--- src/rtl/imem_loader.sv ---
// Boot loader: byte stream -> 16-bit instruction memory words, holds core in reset.
// Optional trailing XOR checksum byte when IMEM_LOADER_CHECKSUM_EN is defined.
module imem_loader #(
  parameter int ADDR_W = 10
) (
  input  logic              clk,
  input  logic              rst,
  input  logic              in_valid,
  input  logic [7:0]        in_data,
  output logic              in_ready,
  output logic              mem_we,
  output logic [ADDR_W-1:0] mem_addr,
  output logic [15:0]       mem_wdata,
  output logic              core_rst,
  output logic              load_done,
  output logic              load_err
);

  localparam logic [16:0] DEPTH_V = 17'(1 << ADDR_W);

  typedef enum logic [2:0] {
    S_CNT_LO,
    S_CNT_HI,
    S_DAT_LO,
    S_DAT_HI,
`ifdef IMEM_LOADER_CHECKSUM_EN
    S_CSUM,
`endif
    S_DONE,
    S_ERR
  } state_t;

`ifdef IMEM_LOADER_CHECKSUM_EN
  localparam state_t S_TAIL = S_CSUM;
`else
  localparam state_t S_TAIL = S_DONE;
`endif

  state_t            r_state;
  state_t            w_next;
  logic              w_ready;
  logic              w_accept;
  logic              w_wr;
  logic [15:0]       r_count;
  logic [15:0]       w_cnt_full;
  logic [ADDR_W:0]   r_idx;
  logic [ADDR_W:0]   w_idx_nxt;
  logic              w_last;
  logic [7:0]        r_lo;
  logic              r_mem_we;
  logic [ADDR_W-1:0] r_mem_addr;
  logic [15:0]       r_mem_wdata;
  logic              r_core_rst;
  logic              r_load_done;
  logic              r_load_err;
`ifdef IMEM_LOADER_CHECKSUM_EN
  logic [7:0]        r_csum;
`endif

  assign w_cnt_full = {in_data, r_count[7:0]};
  assign w_idx_nxt  = r_idx + 1'b1;
  assign w_last     = (17'(w_idx_nxt) == {1'b0, r_count});

  always_comb begin
    w_ready = 1'b0;
    unique case (1'b1)
      (r_state == S_CNT_LO): w_ready = 1'b1;
      (r_state == S_CNT_HI): w_ready = 1'b1;
      (r_state == S_DAT_LO): w_ready = 1'b1;
      (r_state == S_DAT_HI): w_ready = 1'b1;
`ifdef IMEM_LOADER_CHECKSUM_EN
      (r_state == S_CSUM):   w_ready = 1'b1;
`endif
      default:               w_ready = 1'b0;
    endcase
  end

  assign in_ready = w_ready && !rst;
  assign w_accept = in_valid && in_ready;

  always_ff @(posedge clk) begin
    if (rst) r_state <= S_CNT_LO;
    else     r_state <= w_next;
  end

  always_comb begin
    w_next = r_state;
    w_wr   = 1'b0;
    unique case (r_state)
      S_CNT_LO: begin
        if (w_accept) w_next = S_CNT_HI;
      end
      S_CNT_HI: begin
        if (w_accept) begin
          if ({1'b0, w_cnt_full} > DEPTH_V)
            w_next = S_ERR;
          else if (w_cnt_full == 16'd0)
            w_next = S_TAIL;
          else
            w_next = S_DAT_LO;
        end
      end
      S_DAT_LO: begin
        if (w_accept) w_next = S_DAT_HI;
      end
      S_DAT_HI: begin
        if (w_accept) begin
          w_wr   = 1'b1;
          w_next = w_last ? S_TAIL : S_DAT_LO;
        end
      end
`ifdef IMEM_LOADER_CHECKSUM_EN
      S_CSUM: begin
        if (w_accept)
          w_next = (in_data == r_csum) ? S_DONE : S_ERR;
      end
`endif
      S_DONE:  w_next = S_DONE;
      S_ERR:   w_next = S_ERR;
      default: w_next = S_ERR;
    endcase
  end

  always_ff @(posedge clk) begin
    if (rst) begin
      r_count     <= '0;
      r_idx       <= '0;
      r_lo        <= '0;
      r_mem_we    <= 1'b0;
      r_mem_addr  <= '0;
      r_mem_wdata <= '0;
    end else begin
      r_mem_we <= w_wr;
      if (w_accept) begin
        unique case (r_state)
          S_CNT_LO: r_count[7:0]  <= in_data;
          S_CNT_HI: r_count[15:8] <= in_data;
          S_DAT_LO: r_lo          <= in_data;
          S_DAT_HI: begin
            r_mem_addr  <= r_idx[ADDR_W-1:0];
            r_mem_wdata <= {in_data, r_lo};
            r_idx       <= w_idx_nxt;
          end
          default: ;
        endcase
      end
    end
  end

`ifdef IMEM_LOADER_CHECKSUM_EN
  // Running XOR of every accepted byte, count bytes included.
  always_ff @(posedge clk) begin
    if (rst)           r_csum <= '0;
    else if (w_accept) r_csum <= r_csum ^ in_data;
  end
`endif

  always_ff @(posedge clk) begin
    if (rst) begin
      r_core_rst  <= 1'b1;
      r_load_done <= 1'b0;
      r_load_err  <= 1'b0;
    end else begin
      r_core_rst  <= (r_state != S_DONE);
      r_load_done <= (r_state == S_DONE);
      r_load_err  <= (r_state == S_ERR);
    end
  end

  assign mem_we    = r_mem_we;
  assign mem_addr  = r_mem_addr;
  assign mem_wdata = r_mem_wdata;
  assign core_rst  = r_core_rst;
  assign load_done = r_load_done;
  assign load_err  = r_load_err;

endmodule

--- config.mk ---
export PLATFORM = sky130hd
export DESIGN_NAME = imem_loader
export DESIGN_NICKNAME = d
export VERILOG_FILES = /design/src/rtl/imem_loader.sv
export SDC_FILE = /design/constraint.sdc
export NUM_CORES = 1
export LEC_CHECK = 0
export CAP_MARGIN = 0
export CORE_MARGIN = 3
export CORE_UTILIZATION = 58
export CTS_BUF_LIST = sky130_fd_sc_hd__clkbuf_16
export CTS_CLUSTER_DIAMETER = 30
export CTS_CLUSTER_SIZE = 24
export DETAILED_ROUTE_END_ITERATION = 10
export PLACE_DENSITY_LB_ADDON = 0.3
export RECOVER_POWER = 50
export REMOVE_ABC_BUFFERS = 1
export SETUP_SLACK_MARGIN = 0.3
export SLEW_MARGIN = 20
export SYNTH_ARGS = -nofsm -noshare
export SYNTH_HDL_FRONTEND = slang
export SYNTH_SLANG_ARGS = --single-unit
export TNS_END_PERCENT = 100
--- constraint.sdc ---
create_clock -name clk -period 3.3 [get_ports clk]
set_input_delay 0.825 -clock clk [delete_from_list [all_inputs] [get_ports clk]]
set_output_delay 0.825 -clock clk [all_outputs]
set_load 0.01 [all_outputs]
Word-level counts from Yosys, hierarchy flattened --
Cells that the tools add are included. W data, S select, Z words.
Word-level totals: flip-flop bits (word level) 68, input port bits 11, word-level logic and storage cells 47
Operators by class: add/subtract/negate cells 1, magnitude comparators 1, equal/unequal tests 11, muxes and demuxes 10, bitwise operators 1, reduce and logical (&&, ||, !) cells 12
Operators by type and width (number):
- $mux W3 | 7
- $eq A11 B16 Y1 | 1
- $gt A16 B11 Y1 const B | 1
- $logic_not A16 Y1 | 1
- $pmux W3 S5 | 1
- $add A11 B1 Y11 const B | 1
- $ne A2 B2 Y1 const B | 4
- $reduce_and A2 Y1 | 4
- $eq A3 B2 Y1 const B | 2
- $eq A3 B3 Y1 const B | 2
- $reduce_and A4 Y1 | 1
- $reduce_or A4 Y1 | 1
- $eq A3 B1 Y1 const B | 1
- $logic_not A3 Y1 | 1
- $ne A3 B3 Y1 const B | 1
- $logic_and A1 B1 Y1 | 2
- $mux W1 | 2
- $reduce_or A2 Y1 | 1
- $logic_not A1 Y1 | 1
- $not A1 Y1 | 1

Longest topological paths before layout --
Gate-level depths: netlist of the first run.
depth after elaboration 7, depth in mapped cells 8, depth with buffers taken out 7

Worst setup path before layout of the first run --
No wires, ideal clock.
path type in2reg, start in in_data[1], end reg r_state[2], setup time 122 ps, arrival time 2035 ps, setup slack 1143 ps, cell stages on the path 6, path through nor4_1 -> nand3_1 -> mux2i_1 -> o31ai_4 -> a21oi_2 -> a311o_1
On the way: longest elaborated chain between the ends 5
RTL lines:
- start: declaration | line 9 | input logic [7:0] in_data,
- branches (longest 2 deep; another with $gt A16 B11 Y1)
- $mux W3 (*) | line 95 | if ({1'b0, w_cnt_full} > DEPTH_V)
- $mux W3 (*) | line 94 | if (w_accept) begin
- $pmux W3 S5 (*) | line 89 | unique case (r_state)
- end signal: assignment | line 83 | else r_state <= w_next;
- end: declaration | line 39 | state_t r_state;
Every way passes the cells marked *. The select of a mux whose other input is x is not followed. A chain may end at the register's enable or synchronous reset.

Final worst setup path of the first run --
start in in_valid, end reg r_idx[6]
On the way: longest elaborated chain between the ends 2
RTL lines:
- start: declaration | line 8 | input logic in_valid,
- $logic_and A1 B1 Y1 | line 79 | assign w_accept = in_valid && in_ready;
- $reduce_and A2 Y1 (no line)
- end signal: assignment | line 142 | r_idx <= w_idx_nxt;
- end: declaration | line 46 | logic [ADDR_W:0] r_idx;
Every way passes these cells.

==> results of run 1 <==
-- cell type report --
type | count | area, um2 | area share [%]
clock inverter | 7 | 67.56 | 1.854
clock buffer | 9 | 225.2 | 6.181
inverter | 4 | 15.01 | 0.4121
multi-input combinational | 244 | 1459 | 40.04
sequential | 68 | 1361 | 37.36
timing repair buffer | 45 | 431.7 | 11.85
tap | 67 | 83.83 | 2.301
-- routing by layer --
metal | vias up | GRT usage, % | share of wire (%)
met5 | - | 0 | 0
met4 | 0 | 11.39 | 2.4
met3 | 16 | 3.873 | 3.8
met2 | 54 | 36.53 | 49
met1 | 1113 | 28.91 | 45
li1 | 1213 | - | -
-- worst min-delay path, delay by kind of cell (launching register included) --
kind               cells  cell delay (ps)
DFF                    1              300
and+or+nand+nor        1               50
AOI/OAI and AO/OA      1               50
-- power by group through the flow --
| stage | combinational [mW] | clock (mW) | sequential, mW |
|---|---|---|---|
| final | 0.0975 | 0.931 | 0.846 |
| after global placement | 0.0968 | 0 | 0.863 |
| after CTS | 0.0993 | 0.940 | 0.846 |
| after floorplan | 0.0541 | 0 | 0.861 |
| after global routing | 0.106 | 0.986 | 0.847 |
| after detailed placement | 0.0985 | 0 | 0.864 |
-- worst paths after layout --
kind                                  start     endpoint  cells past startpoint
worst min register to register  mem_addr[8]  mem_addr[8]                      2
worst max register to register     r_idx[0]   r_state[2]                      7
worst max-delay path               in_valid     r_idx[6]                      7
worst min-delay path            mem_addr[8]  mem_addr[8]                      2
-- metrics by stage --
step	power [mW]	hold WS (ps)	setup slack, ps	instance area [um2]
after floorplan	0.9147	425.5	388.4	2835
after global routing	1.939	468.3	315.9	3643
after global placement	0.9597	440.5	534.6	3354
final	1.874	445.1	551.4	3643
after CTS	1.885	451.3	714.0	3647
after detailed placement	0.9621	445.3	421.1	3354
-- cell usage in the layout, fill, tap and decap left out, types with 2 or more instances in the layout --
| cell type | n |
|---|---|
| nand4_1 | 2 |
| clkbuf_16 | 9 |
| buf_4 | 3 |
| a31oi_1 | 2 |
| nor3_1 | 7 |
| nor2b_1 | 2 |
| nor4_1 | 2 |
| a21oi_1 | 33 |
| nand3_1 | 14 |
| dlygate4sd3_1 | 31 |
| nand2_1 | 63 |
| xor2_1 | 9 |
| or3_1 | 2 |
| clkinv_1 | 2 |
| xnor2_1 | 16 |
| inv_1 | 4 |
| mux2i_1 | 25 |
| clkdlybuf4s50_1 | 9 |
| dfxtp_1 | 68 |
| a21oi_2 | 2 |
| clkinvlp_4 | 4 |
| or4_4 | 2 |
| o21ai_0 | 3 |
| nor4_2 | 2 |
| nor2_1 | 39 |
-- cells in the mapped netlist, types with 2 or more instances --
cell	number	area [um2]
nor4_2	2	25.02
a31oi_1	2	12.51
xnor2_1	16	140.1
nor2b_1	2	12.51
a21oi_1	33	165.2
nand3_1	14	70.07
clkbuf_1	8	30.03
or3_1	2	12.51
buf_2	5	25.02
dfxtp_1	68	1361
nor2_1	39	146.4
mux2i_1	25	250.2
nand4_1	2	12.51
or4_4	2	22.52
a21oi_2	2	17.52
nor3_1	7	35.03
buf_1	2	7.510
buf_6	2	22.52
nand2_1	63	236.5
o21ai_0	3	15.01
nor4_1	2	12.51
inv_1	3	11.26
xor2_1	9	78.83
-- cell families (layout without fill, tap and decap cells) --
| logic type | after synthesis | after routing | share of synthesized area (%) |
|---|---|---|---|
| buf+inv | 22 | 65 | 3.880 |
| simple gates | 145 | 145 | 23.07 |
| xor+xnor | 26 | 26 | 8.017 |
| mux | 25 | 25 | 8.529 |
| compound gates | 47 | 47 | 9.680 |
| fa+ha+maj | 1 | 1 | 0.4264 |
| flops | 68 | 68 | 46.40 |
-- state kept, by name (all words and copies together), names as in the netlist --
name	flops
mem_wdata	16
r_count	16
r_idx	11
mem_addr	10
r_lo	8
r_state	3
core_rst	1
load_done	1
load_err	1
mem_we	1
==> results.yml, run 1 <==
floorplan:
  rows: 25
  ios: 42
  die_height_um: 77.13
  dieArea_um2: 5948
  start_util_pct: 60.91
  die_x_um: 77.13
  coreArea_um2: 4817
timing:
  maxSlewViolCount: 0
  setup_violations: 0
  post-route-period-util_pct: 83.29
  rsz0062_at_grt: "false"
  fmax_mhz: 363.8
  fin_tns_setup_ps: 0
  max_slew_margin_pct: 18.27
  tightest_slew_ps: 1226
  finalClockSkew_ps: 5.564
  hold_viol: 0
  fin_crit_ps: 2749
grt:
  grt_max_degree: 68
  grt_usage_pct: 22.59
  antenna_found_initial: 0
  grt_pass1_wl_um: 10630
  first_global_vias: 2267
  overflow: 0
yosys:
  syn_avg_cell_area_um2: 8.785
  ys_ff_latch: 68
  netlist_area_um2: 2934
  synth_cell_types: 44
  synth-main-ff-cell: "dfxtp_1"
  yosysWarnings: 0
  yosysSeqAreaShare_pct: 46.40
  postSynthCellCount: 334
  ys_async_sr_fraction_pct: 0
  synth_edf_count: 0
critical_path:
  start_kind: "input pin"
  crit_type: "input pin to flop"
  crit_path_cell_trace: "dlygate4sd3_1 -> and2_0 -> nand3_1 -> inv_1 -> nand2_1 -> or3_1 -> a21oi_1"
  cp-end-kind: "flop"
  cp_slowest_cell: "dlygate4sd3_1"
  worst-path-buf-inv: 2
  critPathArrivalTime_ps: 2990
  critPathMaxStageDelay_ps: 560
  crit_fanout: 16
  cp_top_family: "simple AND/OR/NAND/NOR gates"
  regToRegSetupSlack_ps: 1180
  crit_required_ps: 3540
pwr:
  pwr-share-clk_pct: 49.7
  p_int_mw: 1.456
  combPwrFrac_pct: 5.2
  ir_worst_vdd_mv: 0.3901
  p_switching_uw: 417.5
  power_density_nw_per_um2: 514.3
  p_leak_nw: 1.505
  p_sw_share_pct: 22.28
  seqPwrFrac_pct: 45.1
finish:
  final_nets: 384
  final_layout_size_suffix_gt1_share_pct: 8.223
  n_antenna_cell: 0
  fin_util_pct: 75.64
  finalNonFillerCells: 444
  nFillCells: 371
  area_delta_synth_final_pct: 24.18
place:
  placed_cells: 428
  gp_congestion: 0.8481
  port_buffers: 41
  hpwlAfterDp_um: 4150
drt:
  via_count: 2396
  drc: 0
  drtPass1Iterations: 4
  drt_iter0_markers: 152
  post_drt_wl_per_cell_um: 13.96
  vias_per_cell: 5.396
  routed_wl_um: 6197
  antenna_left: 0
clock_network:
  clock_sinks: 68
  clkTransAtPathRegs_ps: 60
  cts_max_level: 3
  clk_path_buf_depth: 2
  post_cts_resized: 0
  numCtsBuffers: 9
  cts_hold_buffers: 0
  cts_root_buffer: "clkbuf_16"
  cts_tree: "built"
  cts_setup_buffers: 0
  insertion_delay_ps: 330
job:
  maxCapViolations: 0
hold_path:
  hp-class: "flop to flop"
run_status:
  status: "finished clean"
Note: power is estimated with default switching activity, not from simulation.
==> inputs of run 2 (changes only) <==
--- a/config.mk
+++ b/config.mk
@@ -7,7 +7,7 @@
 export LEC_CHECK = 0
 export CAP_MARGIN = 0
 export CORE_MARGIN = 3
-export CORE_UTILIZATION = 58
+export CORE_UTILIZATION = 54
 export CTS_BUF_LIST = sky130_fd_sc_hd__clkbuf_16
 export CTS_CLUSTER_DIAMETER = 30
 export CTS_CLUSTER_SIZE = 24
==> constraint.sdc (replaced) <==
create_clock -name clk -period 2.9 [get_ports clk]
set_input_delay 0.725 -clock clk [delete_from_list [all_inputs] [get_ports clk]]
set_output_delay 0.725 -clock clk [all_outputs]
set_load 0.01 [all_outputs]
==> run 2 against run 1 <==
Net effect:
- via count grew 0.92%
- first-iteration DRC count grew 12%
- largest power group is now registers
- combinational power grew 19%
- sequential cell count is the same
- setup slack lost 100 ps
- core utilization shrank 5.5 points
- clock skew shrank 1.5 ps
- worst hold slack gained 3.6 ps
- sequential power grew 14%
- global-route usage shrank 1.2 points
- clock power shrank 2%
- critical endpoint is now mem_wdata[1]
- die area grew 6.8%
- critical path type unchanged
==> results.yml, run 2 (synthesis gave the netlist of run 1 again) <==
run_status:
  status: "finished clean"
timing:
  setup_violations: 0
  maxSlewViolCount: 0
  tightest_slew_ps: 747.8
  rsz0062_at_grt: "false"
  fin_ws_ps: 450.8
  max_slew_margin_pct: 50.15
  post-route-period-util_pct: 84.46
  fin_crit_ps: 2449
  hold_viol: 0
  fmax_mhz: 408.3
  finalClockSkew_ps: 4.065
  fin_tns_setup_ps: 0
place:
  gp_congestion: 0.8432
  post-place-ws_ps: 208.0
  hpwlAfterDp_um: 4242
  port_buffers: 41
hold_path:
  hp-start: "r_lo[7]"
  hp-class: "flop to flop"
  holdPathEnd: "mem_wdata[7]"
  whs_path_depth: 2
drt:
  vias_per_cell: 5.385
  routed.top_layer: "met4"
  drtPass1Iterations: 4
  antenna_left: 0
  routed_wl_um: 6227
  routed-wl-met3_um: 264
  drc: 0
  drt-met1-wl_um: 2775
  drt_iter0_markers: 170
  met2_length_um: 3058
  post_drt_wl_per_cell_um: 13.87
  via_count: 2418
critical_path:
  regToRegEndpoint: "r_state[2]"
  r2r-start: "r_idx[0]"
  start_kind: "input pin"
  crit_type: "input pin to flop"
  crit_fanout: 16
  reg2reg_depth: 7
  crit_required_ps: 3150
  cp-end-kind: "flop"
  regToRegSetupSlack_ps: 710
  critPathArrivalTime_ps: 2700
pwr:
  p_sw_share_pct: 21.76
  p_int_mw: 1.559
  combPwrFrac_pct: 5.8
  ir_worst_vdd_mv: 0.3576
  pwr-share-clk_pct: 45.8
  seqPwrFrac_pct: 48.4
  power_density_nw_per_um2: 549.5
  p_leak_nw: 1.520
  p_switching_uw: 433.5
finish:
  final_cell_mix: "dfxtp_1 (68), nand2_1 (63), nor2_1 (39), a21oi_1 (33), dlygate4sd3_1 (30)"
  mostFrequentLayoutCell: "dfxtp_1"
  final_nets: 387
  nFillCells: 402
  area_delta_synth_final_pct: 23.58
  n_antenna_cell: 0
  final_layout_size_suffix_gt1_share_pct: 7.916
grt:
  grt_usage_pct: 21.36
  grt_pass1_wl_um: 10470
  antenna_found_initial: 0
  overflow: 0
  grt_max_degree: 68
  first_global_vias: 2308
clock_network:
  cts_tree: "built"
  insertion_delay_ps: 330
  cts_root_buffer: "clkbuf_16"
  cts_hold_buffers: 0
  post_cts_resized: 0
  numCtsBuffers: 9
  cts_max_level: 3
  clock_sinks: 68
  clkTransAtPathRegs_ps: 50
  clk_path_buf_depth: 2
  cts_setup_buffers: 0
floorplan:
  ios: 42
  rows: 26
  die_x_um: 79.71
  start_util_pct: 56.72
  coreArea_um2: 5172
  die_height_um: 79.71
  dieArea_um2: 6354
job:
  maxCapViolations: 0
==> run 2: cell types whose count changed in the layout (fill, tap and decap cells not counted), sizes merged <==
| cell | delta |
|---|---|
| clkinvlp | -4 |
| buf | +3 |
| clkinv | +2 |
| inv | +2 |
| bufinv | -1 |
| clkdlybuf4s50 | +1 |
| dlygate4sd3 | -1 |
==> run 2: how the worst max path moves through the flow <==
stage	cells past startpoint	to	from
floorplan	6	r_idx[6]	rst
global placement	7	r_state[2]	in_data[1]
detailed placement	7	r_state[2]	in_data[0]
CTS	3	in_ready	rst
global route	7	mem_wdata[1]	in_valid
finish	7	mem_wdata[1]	in_valid
==> run 2: routing by layer <==
layer | up-vias | track usage, %
met2 | 65 | 36.64
met1 | 1121 | 25.20
met4 | 0 | 9.622
li1 | 1219 | -
met3 | 13 | 4.966
met5 | - | 0
==> run 2: layout make-up <==
cell class	instances	area, um2	area share, %
Multi-Input combinational cell	244	1459	40.23
Clock inverter	6	25.02	0.6901
Inverter	4	15.01	0.4141
Timing Repair Buffer	48	452.9	12.49
Clock buffer	9	225.2	6.211
Sequential cell	68	1361	37.54
Tap cell	70	87.58	2.415
==> run 2: power by group through the flow <==
stage	sequential (mW)	clock (mW)	combinational [mW]
after floorplan	0.979	0	0.0616
after global placement	0.982	0	0.113
after detailed placement	0.983	0	0.115
after CTS	0.963	0.927	0.116
after global routing	0.964	0.969	0.125
final	0.964	0.913	0.116
==> run 2: worst max-delay path, cell delays in order <==
cell             delay [ps]
clkdlybuf4s50_1         490
and2_0                  330
nand3_1                 170
inv_1                   120
clkbuf_1                580
nand2_1                 140
a21oi_1                 150
==> run 2: through the flow <==
step | area (um2) | utilization [%] | hold slack (ps) | total power, mW | cells
2_1_floorplan | 2835 | - | 425.5 | 1.041 | 316
3_3_place_gp | 3381 | 65.36 | 440.2 | 1.095 | 434
3_5_place_dp | 3381 | 65.36 | 445.7 | 1.097 | 434
4_1_cts | 3631 | 70.20 | 453.1 | 2.007 | 449
5_1_grt | 3626 | 70.10 | 469.0 | 2.058 | 449
6_report | 3626 | 70.10 | 448.7 | 1.992 | 449
==> inputs of run 3 (changes only) <==
==> constraint.sdc (replaced) <==
create_clock -name clk -period 2.3 [get_ports clk]
set_input_delay 0.575 -clock clk [delete_from_list [all_inputs] [get_ports clk]]
set_output_delay 0.575 -clock clk [all_outputs]
set_load 0.01 [all_outputs]
==> run 3 against run 2 <==
Net effect:
- design area grew 7.1%
- global-route usage grew 2.1 points
- critical path depth is the same
- via count grew 6.2%
- combinational power grew 58%
- critical path type unchanged
- critical endpoint is now r_count[15]
- largest power group is now the clock network
==> results.yml, run 3 (synthesis gave the netlist of run 1 again) <==
clock_network:
  cts_hold_buffers: 0
  clock_sinks: 68
  insertion_delay_ps: 330
  clkTransAtPathRegs_ps: 50
  cts_max_level: 3
  cts_root_buffer: "clkbuf_16"
  clk_path_buf_depth: 2
  numCtsBuffers: 9
  cts_tree: "built"
run_status:
  status: "finished clean"
drt:
  vias_per_cell: 5.454
  drtPass1Iterations: 4
  drt_iter0_markers: 138
  post_drt_wl_per_cell_um: 14.88
  routed_wl_um: 7007
  drc: 0
  via_count: 2569
  antenna_left: 0
timing:
  post-route-period-util_pct: 88.64
  fin_tns_setup_ps: 0
  fin_crit_ps: 2039
  finalClockSkew_ps: 4.996
  setup_violations: 0
  max_slew_margin_pct: 56.19
  fmax_mhz: 490.5
  rsz0062_at_grt: "false"
  tightest_slew_ps: 657.2
  maxSlewViolCount: 0
  hold_viol: 0
critical_path:
  critPathArrivalTime_ps: 2230
  crit_fanout: 8
  start_kind: "input pin"
  cp-end-kind: "flop"
  crit_type: "input pin to flop"
  crit_required_ps: 2490
floorplan:
  die_x_um: 79.71
  ios: 42
  coreArea_um2: 5172
  dieArea_um2: 6354
  start_util_pct: 56.72
  rows: 26
  die_height_um: 79.71
grt:
  first_global_vias: 2539
  grt_pass1_wl_um: 11530
  antenna_found_initial: 0
  overflow: 0
  grt_usage_pct: 23.45
  grt_max_degree: 51
place:
  port_buffers: 41
  place_area_um2: 3523
  hpwlAfterDp_um: 4579
  gp_congestion: 0.8609
hold_path:
  hp-class: "flop to flop"
finish:
  final_layout_size_suffix_gt1_share_pct: 15.96
  multiInputGateArea_um2: 1528
  fin_area_um2: 3885
  nFillCells: 385
  seq_area_um2: 1364
  n_antenna_cell: 0
  final_nets: 408
  fin_util_pct: 75.11
  mostFrequentLayoutCell: "dfxtp_1"
  area_delta_synth_final_pct: 32.41
  final_cell_mix: "dfxtp_1 (66), nand2_1 (63), nor2_1 (38), a21oi_1 (33), buf_4 (25)"
pwr:
  power_mw: 2.708
  ir_worst_vdd_mv: 0.4628
  p_leak_nw: 1.630
  power_density_nw_per_um2: 697.1
job:
  maxCapViolations: 0
run 3: critical path: stages:
cell           delay, ps
dlygate4sd3_1        570
and2_0               220
buf_4                180
nand2_1               50
clkbuf_2             280
mux2i_1              280
nor2_1                70
run 3: final timing paths:
check	start	end	slack, ps	cells past startpoint
hold reg to reg	mem_addr[5]	mem_addr[5]	450	2
setup / recovery	in_valid	r_count[15]	260	7
hold / removal	mem_addr[5]	mem_addr[5]	450	2
setup reg to reg	r_count[13]	r_state[2]	330	5
run 3: cell type report:
| cell class | count | share of cell area, % |
|---|---|---|
| clock buffer | 9 | 5.797 |
| clock inverter | 7 | 1.514 |
| inverter | 4 | 0.3865 |
| multi-input combinational | 244 | 39.32 |
| sequential | 68 | 35.10 |
| tap | 70 | 2.254 |
| timing repair buffer | 69 | 15.62 |
run 3: timing repair:
action | CTS | global route
resized for setup | 11 | 10
pin swaps | 6 | 4
setup endpoints to repair | 4 | 17
setup buffers | 2 | 0
run 3: through the flow:
step                hold WS, ps  cells  setup slack, ps
finish                    447.8    471            261.2
floorplan                 425.5    316           -361.6
global placement          440.5    453           -235.4
CTS                       455.0    471            297.0
detailed placement        447.5    453           -227.3
global route              466.7    471            181.6
run 3: power by group:
part | switching, mW | total, mW | internal (mW)
combinational | 0.0955 | 0.183 | 0.0873
sequential | 0.0202 | 1.22 | 1.20
clock | 0.487 | 1.31 | 0.822
total | 0.602 | 2.71 | 2.11
run 3: metal layers:
metal	track usage (%)	vias up	wire length, um
li1	-	1257	-
met1	27.79	1230	2983
met2	39.98	65	3601
met5	0	-	0
met3	4.176	17	259
met4	12.71	0	164
